[src/rtl/fetch_queue_if.sv]
// fetch_queue_if: bundle of the fetch front end's handshake and bus signals.
//   redirect_valid/redirect_pc    EX-stage redirect strobe and target
//   imem_req_*                    in-order instruction memory request channel
//   imem_rsp_*                    instruction memory response channel (no ready)
//   out_*                         decoded-ready FIFO head towards IF/ID (valid/ready)
//   occupancy                     FIFO entry count
// Modports: master = fetch_queue side, slave = environment (EX, imem, IF/ID).
interface fetch_queue_if #(
    parameter int XLEN  = 32,
    parameter int DEPTH = 4
);
    logic                     redirect_valid;
    logic [XLEN-1:0]          redirect_pc;
    logic                     imem_req_valid;
    logic                     imem_req_ready;
    logic [XLEN-1:0]          imem_req_addr;
    logic                     imem_rsp_valid;
    logic [XLEN-1:0]          imem_rsp_data;
    logic                     out_valid;
    logic                     out_ready;
    logic [XLEN-1:0]          out_instr;
    logic [XLEN-1:0]          out_pc;
    logic [XLEN-1:0]          out_pc4;
    logic                     out_pred_taken;
    logic [$clog2(DEPTH):0]   occupancy;

    modport master (
        input  redirect_valid, redirect_pc, imem_req_ready, imem_rsp_valid, imem_rsp_data,
               out_ready,
        output imem_req_valid, imem_req_addr, out_valid, out_instr, out_pc, out_pc4,
               out_pred_taken, occupancy
    );

    modport slave (
        output redirect_valid, redirect_pc, imem_req_ready, imem_rsp_valid, imem_rsp_data,
               out_ready,
        input  imem_req_valid, imem_req_addr, out_valid, out_instr, out_pc, out_pc4,
               out_pred_taken, occupancy
    );
endinterface

[src/rtl/fetch_queue.sv]
// fetch_queue: instruction-fetch front end. Generates sequential PCs, issues them
// to an in-order imem port, and queues {instr, pc, pc+4} in a DEPTH-entry FIFO for
// the IF/ID stage. EX redirects flush the FIFO and mark every in-flight request
// stale; stale responses are counted off (drop_cnt) since memory cannot cancel.
// Ports:
//   clk    clock, all state on the rising edge
//   reset  synchronous, active-high
//   bus    fetch_queue_if.master (redirect, imem req/rsp, FIFO head, occupancy)
// Optional feature: define FETCH_STATIC_PREDICT_EN to predict backward B-type
// branches and JAL as taken at response time; otherwise out_pred_taken is 0.
module fetch_queue #(
    parameter int              XLEN            = 32,
    parameter int              DEPTH           = 4,
    parameter int              MAX_OUTSTANDING = 2,
    parameter logic [XLEN-1:0] RESET_PC        = '0
) (
    input  logic          clk,
    input  logic          reset,
    fetch_queue_if.master bus
);
    localparam int AW = $clog2(DEPTH);
    localparam int CW = AW + 1;
    localparam logic [CW-1:0] MAX_O   = CW'(MAX_OUTSTANDING);
    localparam logic [CW:0]   DEPTH_C = (CW + 1)'(DEPTH);

    logic [XLEN-1:0] pc;
    logic [XLEN-1:0] infl_pc [DEPTH];
    logic [AW-1:0]   infl_wr, infl_rd;
    logic [CW-1:0]   outstanding, drop_cnt, occ;
    logic [XLEN-1:0] fifo_instr [DEPTH];
    logic [XLEN-1:0] fifo_pc    [DEPTH];
    logic [AW-1:0]   wr_ptr, rd_ptr;

    logic            rsp_fire, rsp_keep, pop, accept, pred_hit;
    logic [XLEN-1:0] rsp_pc;
    logic [CW:0]     credit_used;

    assign rsp_fire = bus.imem_rsp_valid & ~reset;
    assign rsp_pc   = infl_pc[infl_rd];
    // A response in a redirect cycle is stale even when drop_cnt is zero.
    assign rsp_keep = rsp_fire & ~bus.redirect_valid & (drop_cnt == '0);
    assign pop      = bus.out_valid & bus.out_ready & ~bus.redirect_valid;

    // Entries held plus live requests must fit, so a response never meets a full FIFO.
    assign credit_used = {1'b0, occ} + {1'b0, outstanding} - {1'b0, drop_cnt};

    assign bus.imem_req_valid = ~reset & ~bus.redirect_valid & ~pred_hit
                              & (outstanding < MAX_O) & (credit_used < DEPTH_C);
    assign accept             = bus.imem_req_valid & bus.imem_req_ready;
    assign bus.imem_req_addr  = pc;

`ifdef FETCH_STATIC_PREDICT_EN
    logic [DEPTH-1:0] fifo_pred;
    logic [XLEN-1:0]  rsp_instr, imm_b, imm_j, pred_target;
    logic             is_back_branch, is_jal;

    assign rsp_instr      = bus.imem_rsp_data;
    assign imm_b          = {{(XLEN-12){rsp_instr[31]}}, rsp_instr[7], rsp_instr[30:25],
                             rsp_instr[11:8], 1'b0};
    assign imm_j          = {{(XLEN-20){rsp_instr[31]}}, rsp_instr[19:12], rsp_instr[20],
                             rsp_instr[30:21], 1'b0};
    assign is_back_branch = (rsp_instr[6:0] == 7'b1100011) & rsp_instr[31];
    assign is_jal         = (rsp_instr[6:0] == 7'b1101111);
    assign pred_hit       = rsp_keep & (is_back_branch | is_jal);
    assign pred_target    = rsp_pc + (is_jal ? imm_j : imm_b);
    assign bus.out_pred_taken = bus.out_valid & fifo_pred[rd_ptr];
`else
    assign pred_hit           = 1'b0;
    assign bus.out_pred_taken = 1'b0;
`endif

    assign bus.out_valid = (occ != '0);
    assign bus.occupancy = occ;
    // Head fields read as zero while empty so stale array contents never leak out.
    assign bus.out_instr = bus.out_valid ? fifo_instr[rd_ptr] : '0;
    assign bus.out_pc    = bus.out_valid ? fifo_pc[rd_ptr] : '0;
    assign bus.out_pc4   = bus.out_valid ? fifo_pc[rd_ptr] + XLEN'(4) : '0;

    always_ff @(posedge clk) begin
        if (reset) begin
            pc          <= RESET_PC;
            infl_wr     <= '0;
            infl_rd     <= '0;
            outstanding <= '0;
            drop_cnt    <= '0;
            occ         <= '0;
            wr_ptr      <= '0;
            rd_ptr      <= '0;
        end else begin
            if (accept) begin
                infl_pc[infl_wr] <= pc;
                infl_wr          <= infl_wr + AW'(1);
            end
            if (rsp_fire) begin
                infl_rd <= infl_rd + AW'(1);
            end
            outstanding <= outstanding + CW'(accept) - CW'(rsp_fire);

            if (bus.redirect_valid) begin
                // No issue this cycle, so every request still in flight after the edge is stale.
                pc       <= bus.redirect_pc & ~XLEN'(3);
                drop_cnt <= outstanding - CW'(rsp_fire);
                occ      <= '0;
                wr_ptr   <= '0;
                rd_ptr   <= '0;
            end else begin
`ifdef FETCH_STATIC_PREDICT_EN
                if (pred_hit) begin
                    pc       <= pred_target;
                    drop_cnt <= outstanding - CW'(1);
                end else if (accept) begin
                    pc <= pc + XLEN'(4);
                end
`else
                if (accept) begin
                    pc <= pc + XLEN'(4);
                end
`endif
                if (rsp_fire && drop_cnt != '0) begin
                    drop_cnt <= drop_cnt - CW'(1);
                end
                if (rsp_keep) begin
                    fifo_instr[wr_ptr] <= bus.imem_rsp_data;
                    fifo_pc[wr_ptr]    <= rsp_pc;
`ifdef FETCH_STATIC_PREDICT_EN
                    fifo_pred[wr_ptr]  <= pred_hit;
`endif
                    wr_ptr             <= wr_ptr + AW'(1);
                end
                if (pop) begin
                    rd_ptr <= rd_ptr + AW'(1);
                end
                occ <= occ + CW'(rsp_keep) - CW'(pop);
            end
        end
    end
endmodule
[src/flat_wrapper.sv]
// flat-port wrapper written by rule: the top's interface ports become plain ports
module fetch_queue_flat 
#(
    parameter int              XLEN            = 32,
    parameter int              DEPTH           = 4,
    parameter int              MAX_OUTSTANDING = 2,
    parameter logic [XLEN-1:0] RESET_PC        = '0
)
  (clk, reset, bus_redirect_valid, bus_redirect_pc, bus_imem_req_ready, bus_imem_rsp_valid, bus_imem_rsp_data, bus_out_ready, bus_imem_req_valid, bus_imem_req_addr, bus_out_valid, bus_out_instr, bus_out_pc, bus_out_pc4, bus_out_pred_taken, bus_occupancy);
  fetch_queue_if #(.XLEN(XLEN), .DEPTH(DEPTH)) bus_i ();
  input  logic clk;
  input  logic reset;
  input wire logic [$bits(bus_i.redirect_valid)-1:0] bus_redirect_valid;
  input wire logic [$bits(bus_i.redirect_pc)-1:0] bus_redirect_pc;
  input wire logic [$bits(bus_i.imem_req_ready)-1:0] bus_imem_req_ready;
  input wire logic [$bits(bus_i.imem_rsp_valid)-1:0] bus_imem_rsp_valid;
  input wire logic [$bits(bus_i.imem_rsp_data)-1:0] bus_imem_rsp_data;
  input wire logic [$bits(bus_i.out_ready)-1:0] bus_out_ready;
  output wire logic [$bits(bus_i.imem_req_valid)-1:0] bus_imem_req_valid;
  output wire logic [$bits(bus_i.imem_req_addr)-1:0] bus_imem_req_addr;
  output wire logic [$bits(bus_i.out_valid)-1:0] bus_out_valid;
  output wire logic [$bits(bus_i.out_instr)-1:0] bus_out_instr;
  output wire logic [$bits(bus_i.out_pc)-1:0] bus_out_pc;
  output wire logic [$bits(bus_i.out_pc4)-1:0] bus_out_pc4;
  output wire logic [$bits(bus_i.out_pred_taken)-1:0] bus_out_pred_taken;
  output wire logic [$bits(bus_i.occupancy)-1:0] bus_occupancy;
  assign bus_i.redirect_valid = bus_redirect_valid;
  assign bus_i.redirect_pc = bus_redirect_pc;
  assign bus_i.imem_req_ready = bus_imem_req_ready;
  assign bus_i.imem_rsp_valid = bus_imem_rsp_valid;
  assign bus_i.imem_rsp_data = bus_imem_rsp_data;
  assign bus_i.out_ready = bus_out_ready;
  assign bus_imem_req_valid = bus_i.imem_req_valid;
  assign bus_imem_req_addr = bus_i.imem_req_addr;
  assign bus_out_valid = bus_i.out_valid;
  assign bus_out_instr = bus_i.out_instr;
  assign bus_out_pc = bus_i.out_pc;
  assign bus_out_pc4 = bus_i.out_pc4;
  assign bus_out_pred_taken = bus_i.out_pred_taken;
  assign bus_occupancy = bus_i.occupancy;
  fetch_queue #(.XLEN(XLEN), .DEPTH(DEPTH), .MAX_OUTSTANDING(MAX_OUTSTANDING), .RESET_PC(RESET_PC)) u_core (.clk(clk), .reset(reset), .bus(bus_i));
endmodule
[config.mk]
export PLATFORM = sky130hd
export DESIGN_NAME = fetch_queue_flat
export DESIGN_NICKNAME = d
export VERILOG_FILES = /design/src/rtl/fetch_queue_if.sv /design/src/rtl/fetch_queue.sv /design/src/flat_wrapper.sv
export SDC_FILE = /design/constraint.sdc
export NUM_CORES = 1
export LEC_CHECK = 0
export ABC_CLOCK_PERIOD_IN_PS = 6900
export CAP_MARGIN = 20
export CELL_PAD_IN_SITES_DETAIL_PLACEMENT = 1
export CELL_PAD_IN_SITES_GLOBAL_PLACEMENT = 1
export CORE_ASPECT_RATIO = 0.75
export CORE_UTILIZATION = 50
export DETAILED_ROUTE_END_ITERATION = 10
export GPL_ROUTABILITY_DRIVEN = 1
export PLACE_DENSITY = 0.94
export SLEW_MARGIN = 20
export SYNTH_ARGS = -nofsm -noshare
export SYNTH_HDL_FRONTEND = slang
export SYNTH_SLANG_ARGS = --single-unit
[constraint.sdc]
create_clock -name clk -period 6.9 [get_ports clk]
set_input_delay 0.69 -clock clk [delete_from_list [all_inputs] [get_ports clk]]
set_output_delay 0.69 -clock clk [all_outputs]
set_load 0.1 [all_outputs]
Word-level counts from Yosys, hierarchy flattened
Memories as Yosys holds them, arrays and structs flattened. A register that Yosys moved wholly into a read port is not among the register bits.
Index checks and enable logic that the tools add are counted.
{"block": "totals", "ff_bits": 49, "latchBits": 0, "mem_bits_rw": 384, "rom_bits": 0, "input_bits": 70, "out_inout_bits": 134, "elab_cells": 66, "memories": 3}
{"memory": "u_core.fifo_instr", "depth": 4, "width": 32, "read_ports": 1, "rd_clocked_by_memory_dff": 1, "write_ports": 1, "line": "fetch_queue.sv:30", "source": "logic [XLEN-1:0] fifo_instr [DEPTH];"}
{"memory": "u_core.fifo_pc", "depth": 4, "width": 32, "read_ports": 1, "rd_clocked_by_memory_dff": 1, "write_ports": 1, "line": "fetch_queue.sv:31", "source": "logic [XLEN-1:0] fifo_pc [DEPTH];"}
{"memory": "u_core.infl_pc", "depth": 4, "width": 32, "read_ports": 1, "rd_clocked_by_memory_dff": 1, "write_ports": 1, "line": "fetch_queue.sv:27", "source": "logic [XLEN-1:0] infl_pc [DEPTH];"}
{"block": "classes", "addsub": 14, "mul": 0, "n_div": 0, "order_cmp": 2, "eq_ne": 0, "n_shift": 0, "muxes": 20, "bitwise_logic": 11, "n_reduce_logical": 7}
{"cell": "32-bit 2-to-1 mux", "count": 5}
{"cell": "32-bit by 3-bit adder with 32-bit output (second input constant)", "count": 2}
{"cell": "2-bit 2-to-1 mux", "count": 6}
{"cell": "1-bit AND", "count": 9}
{"cell": "3-bit by 1-bit subtractor with 3-bit output", "count": 3}
{"cell": "2-bit by 1-bit adder with 2-bit output (second input constant)", "count": 4}
{"cell": "1-bit 2-to-1 mux", "count": 7}
{"cell": "3-bit by 1-bit adder with 3-bit output", "count": 2}
{"cell": "3-bit 2-to-1 mux", "count": 2}
{"cell": "3-bit nonzero test", "count": 2}
{"cell": "3-bit by 3-bit adder with 4-bit output", "count": 1}
{"cell": "4-bit by 3-bit less-than comparator with 1-bit output (second input constant)", "count": 1}
{"cell": "2-bit nonzero test", "count": 2}
{"cell": "4-bit by 3-bit subtractor with 4-bit output", "count": 1}
{"cell": "3-bit logical NOT", "count": 1}
{"cell": "3-bit by 2-bit less-than comparator with 1-bit output (second input constant)", "count": 1}
{"cell": "3-bit by 1-bit subtractor with 3-bit output (second input constant)", "count": 1}
{"cell": "1-bit inverter", "count": 2}
{"cell": "2-bit OR reduction", "count": 1}
{"cell": "1-bit logical AND", "count": 1}

Logic depth before layout (Yosys ltp)
{"block": "logic_depth", "ltp_word": 8, "mapped_depth": 12, "mapped_depth_nobuf": 12}

Least setup slack after synthesis
Ideal clock, no wire load.
{"block": "synth_path", "kind": "reg2out", "from": "register u_core.occ[1] (netlist: u_core.bus.occupancy[1])", "to": "output bus_imem_req_valid", "arrival_ns": 4.323, "t_required_ns": 6.210, "slack_ns": 1.887, "stages_incl_launch_ff": 10, "path_buffers": 1, "path_cell_list": "dfxtp_1 -> inv_1 -> fa_1 -> inv_1 -> ha_1 -> and3b_1 -> nor4b_4 -> o31ai_1 -> clkbuf_1 -> nor2_1"}
{"block": "synth_via", "elab_chain_cells": 4}
{"element": "start: declaration", "line": "fetch_queue.sv:29", "source": "logic [CW-1:0] outstanding, drop_cnt, occ;"}
{"element": "start signal: assignment", "line": "fetch_queue.sv:133", "source": "occ <= occ + CW'(rsp_keep) - CW'(pop);"}
{"element": "3-bit by 3-bit adder with 4-bit output", "line": "fetch_queue.sv:45", "source": "assign credit_used = {1'b0, occ} + {1'b0, outstanding} - {1'b0, drop_cnt};"}
{"element": "4-bit by 3-bit subtractor with 4-bit output", "line": "fetch_queue.sv:45"}
{"element": "4-bit by 3-bit less-than comparator with 1-bit output", "line": "fetch_queue.sv:48", "source": "& (outstanding < MAX_O) & (credit_used < DEPTH_C);"}
{"element": "1-bit AND", "line": "fetch_queue.sv:48"}
{"element": "end: declaration", "line": "flat_wrapper.sv:19", "source": "output wire logic [$bits(bus_i.imem_req_valid)-1:0] bus_imem_req_valid;"}
Every way passes these cells.

==> results.md <==
* Clock Skews at 0.0260 ns
* DR iter-0 viols at 953
* Util after Layout at 0.615
* Total Power at 5.83 mW
* # hold bufs at CTS at 0
* WP buf/inv at 1
* Hold path cells at 2
* Static leakage at 6.78 nW
* Worst R2R Path Depth at 12
* First-pass GRT wire length at 67,700 um
* Antenna violations before repair at 1
* Cell row count at 59
* Synthesized area per cell at 17.1 um^2
* Number of global-route vias before repair at 11,000
* Period utilization at 0.798
* HP Class: reg2reg
* Vias at 10,400
* Worst setup SP type: flop
* Commonest non-fill, non-tap cells in the layout: edfxtp_1, clkdlybuf4s50_1, mux4_2
* Synth cell types at 63
* Final nets at 1,327
* Critical Path End Type: primary output
* Syn Inst Count at 1,028
* Yosys warns at 0
* Combinational share of power at 0.110
* CP peak stage delay at 1.18 ns
* Data arrival, critical path at 4.82 ns
* Post-CTS Setup Bufs at 0
* Internal Dissipation at 4.37 mW
* Worst skew pair latency at 0.56 ns
* Clk pwr share at 0.393
* Die area at 0.0359 mm^2
* Most used DFF post-synth: edfxtp_1
* Hold path endpoint: u_core.infl_wr[1]
* Critical path's top delay family: simple AND/OR/NAND/NOR gates
* Switch Pwr at 1.46 mW
* Peak VDD IR at 0.164 mV
* Metal3 WL at 3360 um
* Vias per cell at 6.05
* GRT Overall Usage at 0.256
* Kind of critical path: reg2out
* Design Area, Final at 0.0213 mm^2
* Initial cell density of the core at 0.508
* Worst Max-Slew Pin Slew at 1.07 ns
* Area growth from synthesis to layout at 21.2%
* FF-to-FF End: u_core.outstanding[2]
* Final Non-Filler Cells at 1,717
* Io pins at 204
* Cells after DPL at 1,645
* Sequential share of power at 0.497
* Dpl ws at 1.95 ns
* Largest net degree at the start of global routing at 64
* Seq cells post-synth at 419
* CP Max Fanout at 45
* CP Cell Sequence: mux4_1 > and4_4 > nand4_2 > or4_1 > a21oi_1 > clkdlybuf4s50_1
* CTS Buf Count at 41
* ANT nets after route at 0
* Detailed Routing Iterations Pass 1 at 5
* Storage element area at 0.0121 mm^2
* Power Dens Cells at 274 mW/mm^2
* Net switching fraction of the power at 0.251
* DP HPWL at 29,600 um
* Highest Signal Layer: met5
* Total gr overflow at 0
* Synth Cell Area at 0.0176 mm^2
* Worst hold margin at 0.504 ns
* Fillers at 3,116
* Max Clk Rate at 182 MHz
* CP max stage cell: clkdlybuf4s50_1
* Critical Path RT at 6.21 ns
* Metal1 wirelength at 19,100 um
* Slew HR at 0.285
* Cell Area, Placed at 0.0199 mm^2
* H-tree lvl count at 2
* Commonest non-fill, non-tap cell in the layout: edfxtp_1
* Routed wire per std cell at 26.4 um
* Worst Min Path Start: u_core.infl_wr[1]
* Share of layout cells above drive strength 1 at 0.145
* Synth async-reset ratio at 0
* Clock Sink Count at 419
* Area leader, netlist: edfxtp_1
* Reg clk slew, reported paths at 0.06 ns
* Top-area cell type share of the netlist area at 0.629
* Number of antenna diodes at 0
* EDFF count, synth at 368
* Clock root buffer: clkbuf_16
* R2r startpoint: u_core.bus.occupancy[1]
* Final WL at 45,300 um
* Seq/Total Area, Yosys at 0.687
* Core area at 0.0346 mm^2
* Setup slack after layout at 1.39 ns
* FF-to-FF setup slack at 3.14 ns
* Synth area leaders: edfxtp_1, mux4_2, dfxtp_1, and2_1, ha_1
* CTS max path bufs at 3
* Met2 WL post-DR at 22,100 um
* TritonCTS clock tree: yes
* Unrepaired setup endpoints after global routing: false
* Final Slew Violations at 0
* Max-cap violations at 0
* Final-report hold violation count at 0
* CTS resizes at 0
* # setup viols final at 0
* Post-layout min period at 5.51 ns
* GP Congestion at 0.800
* Chip Height at 164 um
* Status: completed
* # DRC at 0
* Number of port buffers at 194
* Setup_tns at 0 ns
* Die W at 219 um
* Area of the multi-input gates at 0.00510 mm^2
## worst reg2reg max path, cell delays in order (launching register included)
cell	delay [ns]
dfxtp_1	0.41
inv_1	0.11
fa_1	0.54
inv_1	0.05
ha_1	0.28
and3b_1	0.23
o211a_1	0.31
o311ai_4	0.32
clkinv_1	0.34
ha_1	0.32
fa_1	0.44
xor2_1	0.22
nor2_1	0.06
## power groups by stage
| stage | clock [mW] | sequential, mW | combinational [mW] |
|---|---|---|---|
| after global routing | 2.40 | 2.91 | 0.677 |
| final | 2.29 | 2.90 | 0.644 |
| after floorplan | 0 | 3.01 | 0.365 |
| after CTS | 2.32 | 2.90 | 0.643 |
| after detailed placement | 0 | 2.95 | 0.637 |
| after global placement | 0 | 2.94 | 0.610 |
## routing by layer
layer / track usage / vias up
met1: 0.353 / 5357
met3: 0.0512 / 61
li1: - / 4498
met5: 0 / -
met4: 0.0569 / 2
met2: 0.424 / 473
## kinds of logic after synthesis
| group | share of synthesized area |
|---|---|
| buf+inv | 0.0251 |
| other cells | 0.000213 |
| xor+xnor | 0.0115 |
| flops | 0.687 |
| fa+ha+maj | 0.0202 |
| mux | 0.122 |
| compound gates | 0.0421 |
| simple gates | 0.0925 |
## synth_stat cells, drive strengths merged, types with 2 or more instances
master	count
a21oi	17
a311oi	23
and2	72
and3	11
and4	10
buf	29
clkbuf	27
clkinv	2
dfxtp	51
edfxtp	368
fa	4
ha	22
inv	29
mux2	3
mux4	92
nand2	32
nand2b	3
nand3	22
nand4	12
nor2	61
nor2b	5
nor3	5
nor4	4
o211a	2
o21a	2
o21ai	13
o311ai	3
o31a	3
o31ai	26
or3	12
or4	24
or4b	2
xnor2	15
xor2	8
## layout make-up
| class | instances | share of cell area |
|---|---|---|
| tap | 457 | 0.0268 |
| sequential | 419 | 0.567 |
| inverter | 31 | 0.00546 |
| clock buffer | 54 | 0.0529 |
| clock inverter | 18 | 0.0112 |
| timing repair buffer | 210 | 0.0968 |
| multi-input combinational | 528 | 0.239 |
## worst max-delay path by stage
| stage | start | to | slack, ns | cells after the start |
|---|---|---|---|---|
| finish | flop | bus_out_pc4[31] | 1.39 | 6 |
| global route | flop | bus_out_pc4[31] | 1.18 | 6 |
| CTS | flop | bus_out_pc4[31] | 1.33 | 6 |
| detailed placement | flop | bus_out_pc4[31] | 1.95 | 6 |
| global placement | flop | bus_out_pc4[31] | 2.13 | 6 |
| floorplan | u_core.bus.occupancy[1] | bus_imem_req_valid | 1.89 | 9 |
## state kept, by name, indices dropped and copies added, names as in the netlist, named ones only
register,count
u_core.bus.imem_req_addr,30
u_core.bus.occupancy,3
u_core.drop_cnt,3
u_core.fifo_instr,128
u_core.fifo_pc,120
u_core.infl_pc,120
u_core.infl_rd,2
u_core.infl_wr,2
u_core.outstanding,3
u_core.rd_ptr,2
u_core.wr_ptr,2
Note: power is estimated with default switching activity, not from simulation.
==> RTL edit, RTL diff (same flow settings) <==
`DEPTH` is set to 4 in 3 places; all go to 8. Comments in the files are not updated.
--- a/src/rtl/fetch_queue_if.sv
+++ b/src/rtl/fetch_queue_if.sv
@@ -8,5 +8,5 @@
 interface fetch_queue_if #(
     parameter int XLEN  = 32,
-    parameter int DEPTH = 4
+    parameter int DEPTH = 8
 );
     logic                     redirect_valid;
--- a/src/rtl/fetch_queue.sv
+++ b/src/rtl/fetch_queue.sv
@@ -11,5 +11,5 @@
 module fetch_queue #(
     parameter int              XLEN            = 32,
-    parameter int              DEPTH           = 4,
+    parameter int              DEPTH           = 8,
     parameter int              MAX_OUTSTANDING = 2,
     parameter logic [XLEN-1:0] RESET_PC        = '0
--- a/src/flat_wrapper.sv
+++ b/src/flat_wrapper.sv
@@ -3,5 +3,5 @@
 #(
     parameter int              XLEN            = 32,
-    parameter int              DEPTH           = 4,
+    parameter int              DEPTH           = 8,
     parameter int              MAX_OUTSTANDING = 2,
     parameter logic [XLEN-1:0] RESET_PC        = '0
Interface: changed (resized bus_occupancy); port bits go from 204 to 205. The function was not compared with the original's and may differ.
==> RTL edit against the original RTL <==
Sequential cell count increased by 377; synthesized area rose by 84%; final area up 78%; routed wire length is 120% higher; first-iteration DRC count rose to 2.9 times the old value; count of clock-buffer cells in the layout rose by 39; setup slack worse by 1.0 ns; clock power grew 92%; total power is 89% higher; via count is 83% higher; synthesized cell count is 62% higher.
==> RTL edit: results <==
set metrics [dict create \
    status "finished, final reports clean" \
    viasPerCell 6.72 \
    p_leak_nw 11.6 \
    grt_first_pass_wirelength_um 142000 \
    dpl.hpwl_um 51100 \
    antennaDiodeCount 5 \
    netlist_top_cells_count "736 x edfxtp_1, 164 x mux4_2, 140 x nor2_1" \
    worst_slew_pin_slew_ns 1.35 \
    drt_wl_total_um 101000 \
    ys_seq_elements 796 \
    drt_iter0_drc 2785 \
    reg2reg_to "u_core.infl_pc[1][22]" \
    multi_input_area_share_pct 22.6 \
    crit_arrival_ns 5.87 \
    nFillCells 5533 \
    num_vias 19000 \
    dr_wl_met3_um 8900 \
    synth_edf_count 736 \
    nNetsFinal 1997 \
    min_from "u_core.infl_wr[0]" \
    grt_max_degree 68 \
    cts_buffers 76 \
    cpLargestDelayFamily "buffers and inverters" \
    bufAreaShareNonClock_pct 6.04 \
    met3_usage_pct 5.58 \
    regArea_um2 23300 \
    cp_slowest_stage_delay_ns 1.23 \
    clk_latency_ns 0.65 \
    multi_input_gates 758 \
    reg_top3 "u_core.fifo_instr (256), u_core.fifo_pc (240), u_core.infl_pc (240)" \
    antenna_found_initial 6 \
    synth_xor_area_share_pct 1.35 \
    port_buffers 195 \
    peakVddDrop_uv 183 \
]
-- RTL edit: cell types whose count changed after synthesis, moves of 12 or more --
cell	before	now
a211oi_1	1	39
a311oi_1	23	0
and2_1	72	13
clkbuf_1	27	48
edfxtp_1	368	736
mux2_2	3	34
mux2i_1	0	59
mux4_2	83	164
nor2_1	61	140
nor3_1	5	17
o31ai_1	26	5
or4_1	24	2
xnor2_1	15	44
-- RTL edit: per-stage QoR --
| stage | instance area (um^2) | setup slack [ns] | hold slack, ns |
|---|---|---|---|
| floorplan | 32400 | 0.455 | 0.454 |
| global placement | 35300 | 1.57 | 0.454 |
| detailed placement | 35300 | 1.38 | 0.508 |
| CTS | 37800 | 0.514 | 0.560 |
| global route | 37900 | 0.374 | 0.587 |
| finish | 37900 | 0.343 | 0.582 |
-- RTL edit: power breakdown --
group / switching [mW] / internal [mW]
clock network: 1.96 / 2.44
logic: 0.826 / 0.324
registers: 0.104 / 5.35
